### src/rtl/fifo_pkg.sv
// Shared sizing constants and the round-robin history encoding for the
// two-producer FIFO front end.
package fifo_pkg;
    localparam int DEPTH = 8;
    localparam int WIDTH = 4;
    localparam int PTR_W = $clog2(DEPTH);
    localparam int CNT_W = PTR_W + 1;

    // Index of the producer that was granted most recently.
    typedef enum logic {
        LAST_P0 = 1'b0,
        LAST_P1 = 1'b1
    } last_e;
endpackage

### src/rtl/fifo_arbiter_rr_arb2.sv
// Two-way round-robin grant: a lone request wins, a tie goes to the producer
// that was not granted most recently.
module rr_arb2 (
    input  logic [1:0] req,
    input  logic       last,
    output logic [1:0] gnt
);
    // Grant decode from the request pair and the history bit.
    always_comb begin
        gnt = 2'b00;
        case (req)
            2'b01:   gnt = 2'b01;
            2'b10:   gnt = 2'b10;
            2'b11: begin
                if (last == 1'b1) begin
                    gnt = 2'b01;
                end else begin
                    gnt = 2'b10;
                end
            end
            default: gnt = 2'b00;
        endcase
    end
endmodule

### src/rtl/fifo_arbiter.sv
// Write-side arbiter and pointer/occupancy control for a register-bank FIFO
// fed by two producers and drained by one consumer.
module fifo_arbiter #(
    parameter int  DEPTH = fifo_pkg::DEPTH,
    parameter int  WIDTH = fifo_pkg::WIDTH,
    localparam int AW    = $clog2(DEPTH),
    localparam int CW    = AW + 1
) (
    input  logic             clk,
    input  logic             reset,
    input  logic             req0,
    input  logic [WIDTH-1:0] data0,
    input  logic             req1,
    input  logic [WIDTH-1:0] data1,
    input  logic             pop,
    output logic             gnt0,
    output logic             gnt1,
    output logic             wr_en,
    output logic [AW-1:0]    wr_ptr,
    output logic [WIDTH-1:0] wr_data,
    output logic [AW-1:0]    rd_ptr,
    output logic [CW-1:0]    count,
    output logic             full,
    output logic             empty,
    output logic             overflow,
    output logic             underflow
);
    import fifo_pkg::*;

    logic [AW-1:0] wr_ptr_r;
    logic [AW-1:0] rd_ptr_r;
    logic [CW-1:0] count_r;
    last_e         last_r;
    logic          overflow_r;
    logic          underflow_r;

    logic          full_s;
    logic          empty_s;
    logic [1:0]    req_s;
    logic [1:0]    gnt_s;
    logic          wr_ok_s;
    logic          pop_ok_s;

    // Flags come from the registered count; reset forces the idle view.
    assign full_s  = (reset == 1'b0) && (count_r == CW'(DEPTH));
    assign empty_s = (reset == 1'b1) || (count_r == {CW{1'b0}});

    // A full FIFO or reset masks both requests before arbitration.
    assign req_s = {req1, req0} & {2{~full_s & ~reset}};

    rr_arb2 u_rr_arb2 (
        .req  (req_s),
        .last (last_r),
        .gnt  (gnt_s)
    );

    assign wr_ok_s  = gnt_s[0] | gnt_s[1];
    assign pop_ok_s = pop & ~empty_s & ~reset;

    // Steer the granted producer's word onto the bank write port.
    always_comb begin
        wr_data = {WIDTH{1'b0}};
        if (gnt_s[0] == 1'b1) begin
            wr_data = data0;
        end else if (gnt_s[1] == 1'b1) begin
            wr_data = data1;
        end else begin
            wr_data = {WIDTH{1'b0}};
        end
    end

    // Pointer, occupancy, priority history and sticky error state.
    always_ff @(posedge clk) begin
        if (reset) begin
            wr_ptr_r    <= {AW{1'b0}};
            rd_ptr_r    <= {AW{1'b0}};
            count_r     <= {CW{1'b0}};
            last_r      <= LAST_P1;
            overflow_r  <= 1'b0;
            underflow_r <= 1'b0;
        end else begin
            if (wr_ok_s) begin
                wr_ptr_r <= wr_ptr_r + {{(AW-1){1'b0}}, 1'b1};
            end
            if (pop_ok_s) begin
                rd_ptr_r <= rd_ptr_r + {{(AW-1){1'b0}}, 1'b1};
            end
            case ({wr_ok_s, pop_ok_s})
                2'b10:   count_r <= count_r + {{(CW-1){1'b0}}, 1'b1};
                2'b01:   count_r <= count_r - {{(CW-1){1'b0}}, 1'b1};
                default: count_r <= count_r;
            endcase
            if (gnt_s[0]) begin
                last_r <= LAST_P0;
            end else if (gnt_s[1]) begin
                last_r <= LAST_P1;
            end
            if (full_s && (req0 || req1)) begin
                overflow_r <= 1'b1;
            end
            if (empty_s && pop) begin
                underflow_r <= 1'b1;
            end
        end
    end

    assign gnt0      = gnt_s[0];
    assign gnt1      = gnt_s[1];
    assign wr_en     = wr_ok_s;
    assign wr_ptr    = wr_ptr_r;
    assign rd_ptr    = rd_ptr_r;
    assign count     = count_r;
    assign full      = full_s;
    assign empty     = empty_s;
    assign overflow  = overflow_r;
    assign underflow = underflow_r;
endmodule
### config.mk
export PLATFORM = sky130hd
export DESIGN_NAME = fifo_arbiter
export DESIGN_NICKNAME = d
export VERILOG_FILES = /design/src/rtl/fifo_pkg.sv /design/src/rtl/fifo_arbiter_rr_arb2.sv /design/src/rtl/fifo_arbiter.sv
export SDC_FILE = /design/constraint.sdc
export NUM_CORES = 1
export LEC_CHECK = 0
export ABC_AREA = 1
export BUFFER_PORTS_ARGS = -buffer_cell sky130_fd_sc_hd__clkbuf_2
export CAP_MARGIN = 20
export CORE_MARGIN = 2
export CORE_UTILIZATION = 49
export CTS_CLUSTER_SIZE = 14
export DETAILED_ROUTE_END_ITERATION = 16
export HOLD_SLACK_MARGIN = 0.12
export PLACE_DENSITY = 0.82
export REMOVE_ABC_BUFFERS = 1
export SYNTH_ARGS = -nofsm -noshare
export SYNTH_HDL_FRONTEND = slang
export SYNTH_SLANG_ARGS = --single-unit
### constraint.sdc
create_clock -name clk -period 3.76 [get_ports clk]
set_input_delay 0.752 -clock clk [delete_from_list [all_inputs] [get_ports clk]]
set_output_delay 0.752 -clock clk [all_outputs]
set_load 0.005 [all_outputs]
==> metrics.cfg <==
[status]
status=complete, no violations

[sta]
tightest_slew_ns=0.247
holdWs_ns=0.481
hold_violations=0
slew_viol_final=0
period_needed_ns=2.43
fin_skew_ns=0.00289
setup_viol=0
max_slew_margin_pct=83.5
fin_crit_sh_pct=64.6
fmax_mhz=411
setup_tns_ns=0
rsz0062_at_grt=false

[floorplanning]
fp.dieH_um=44.0
die_x_um=44.0
io_pins=34
core.rowCount=14
start_util_pct=52.0
design.core.area_sq_um=1510
design.die.area_sq_um=1930

[setup_path]
crit_path_start_kind=input port
worstSetupStartpoint=reset
r2r-end=count[2]
critical-path-max-stage-delay_ns=0.20
endpoint_kind=primary output
endpoint=wr_data[1]
worstSetupPathType=in2out
crit_fanout=11
cp_cell_sequence=clkbuf_2, clkinv_2, nand3_4, inv_4, nand2_4, inv_4, nand2_1, nand2_1, clkbuf_2
reg2reg_depth=12
cp_slowest_cell=clkinv_2
r2r-start=count[0]
reg2reg_slack_ns=1.55
worst-endpoint-required_ns=3.01
critPathArrivalTime_ns=1.68

[synthesis]
syn_avg_cell_area_sq_um=7.12
synth_top_area_cell=dfxtp_1
synth_top_area_share_pct=33.2
ys_ff_latch=13
yosysUniqueCellTypes=22
postSynth.asyncResetShare_pct=0
synth_ff_type=dfxtp_1
ys_warn_count=0
yosysSeqAreaShare_pct=33.2
synth_edf_count=0
synth_area_leaders=dfxtp_1 (33%), nand2_1 (13%), ha_1 (8.0%), nor2_1 (6.2%), inv_1 (5.8%)
synth.most_common_cell=nand2_1
syn_inst=110
netlist_area_sq_um=783
synthTopCellsByCount=nand2_1 (28), dfxtp_1 (13), nor2_1 (13), inv_1 (12), nand3_1 (6)

[place]
hpwlAfterDp_mm=1.31
port_buffers=33
gp_congestion=0.803

[clocking]
root_buffer=clkbuf_4
cts_sinks=13
cts_tree=built
clk_latency_ns=0.29
cts.htree.levels=1
cts_resized=0
cts_hold_buffers=0
cts_made_buffers=3
clk_pin_slew_ns=0.08
clockBufferDepth=2
postCtsSetupRepairBufs=0

[power_and_ir_drop]
peakVddDrop_uv=306
finalPower_mw=0.412
p_leak_nw=0.547
powerDensity_nw_per_um2=424

[global_routing]
grt-ovfl-total=0
grt_antenna_before_repair=0
grt_usage_pct=19.1
grt_max_degree=12
grt_pass1_wl_mm=2.61
grt_pass1_vias=656

[routing]
drc=0
vias_per_cell=4.88
vias=785
ant_nets=0
drtIter0Drc=18
wl_per_cell_um=9.99
drt_pass1_iterations=4
wirelength_mm=1.61

[layout]
nNetsFinal=164
syn2layout_area_growth_pct=24.1
final_core_util_pct=64.5
fillerInstances=142
drive_gt1_share_pct=33.8
antennaDiodeCount=0

[run]
drv_cap=0

[min_path]
holdCritStartpoint=overflow
hold_path_class=reg2reg

==> worst max-delay path: cells and delay by family <==
kind / cells / cell delay (ns)
AND/OR/NAND/NOR: 4 / 0.35
buffers and inverters: 5 / 0.58
==> per-layer routing <==
| layer | part of all wire [%] | vias to the layer above | global-route usage (%) |
|---|---|---|---|
| met2 | 45 | 30 | 29.7 |
| met3 | 6.7 | 5 | 4.58 |
| met1 | 45 | 332 | 21.8 |
| li1 | - | 418 | - |
| met5 | 0 | - | 0 |
| met4 | 3.7 | 0 | 15.8 |
==> flip-flops by register name, indices dropped and copies added (netlist names) <==
| name | cells |
|---|---|
| count | 4 |
| rd_ptr | 3 |
| wr_ptr | 3 |
| last_r | 1 |
| overflow | 1 |
| underflow | 1 |
==> through the flow <==
stage,cell area (sq um),std cells,setup slack [ns]
3_5_place_dp,946,157,1.10
3_3_place_gp,946,157,1.28
5_1_grt,972,161,1.19
2_1_floorplan,761,108,1.57
4_1_cts,972,161,1.31
6_report,972,161,1.33
==> area by class of cell <==
cell class | instances | area, sq um | share of cell area (%)
clock buffer | 4 | 26.3 | 2.70
inverter | 18 | 73.8 | 7.59
multi-input combinational | 77 | 427 | 43.9
sequential | 13 | 260 | 26.8
tap | 16 | 20.0 | 2.06
timing repair buffer | 33 | 165 | 17.0
==> power breakdown <==
group          switching (mW)  leakage (nW)  total, mW  internal, mW
Clock                  0.0490        0.0150     0.0903        0.0413
Sequential             0.0204         0.107      0.177         0.156
Combinational          0.0838         0.426      0.146        0.0617
Total                   0.153         0.547      0.412         0.259
==> placed cells by master, fill, tap and decap left out, types with 3 or more instances in the layout <==
master,n
dfxtp_1,13
a21oi_1,5
o21ai_0,3
nand3_2,3
nor2_1,13
inv_2,3
clkbuf_4,3
nand3_1,6
inv_1,12
o21ai_1,3
nand2_1,28
clkbuf_2,33
ha_1,5
==> cell families (layout without fill, tap and decap cells) <==
| kind of cell | Yosys count | in the layout | synth area share, % |
|---|---|---|---|
| flops | 13 | 13 | 33.2 |
| simple gates | 58 | 58 | 36.1 |
| fa+ha+maj | 5 | 5 | 7.99 |
| buf+inv | 20 | 55 | 12.3 |
| compound gates | 11 | 11 | 7.03 |
| xor+xnor | 3 | 3 | 3.36 |
==> worst min path at each step <==
stage | to | slack (ns) | cells after the start
after floorplan | last_r | 0.45 | 2
after global routing | rd_ptr[1] | 0.52 | 2
final | overflow | 0.48 | 2
after global placement | wr_ptr[0] | 0.47 | 1
after detailed placement | overflow | 0.46 | 2
after CTS | overflow | 0.49 | 2
Note: power is estimated with default switching activity, not from simulation.
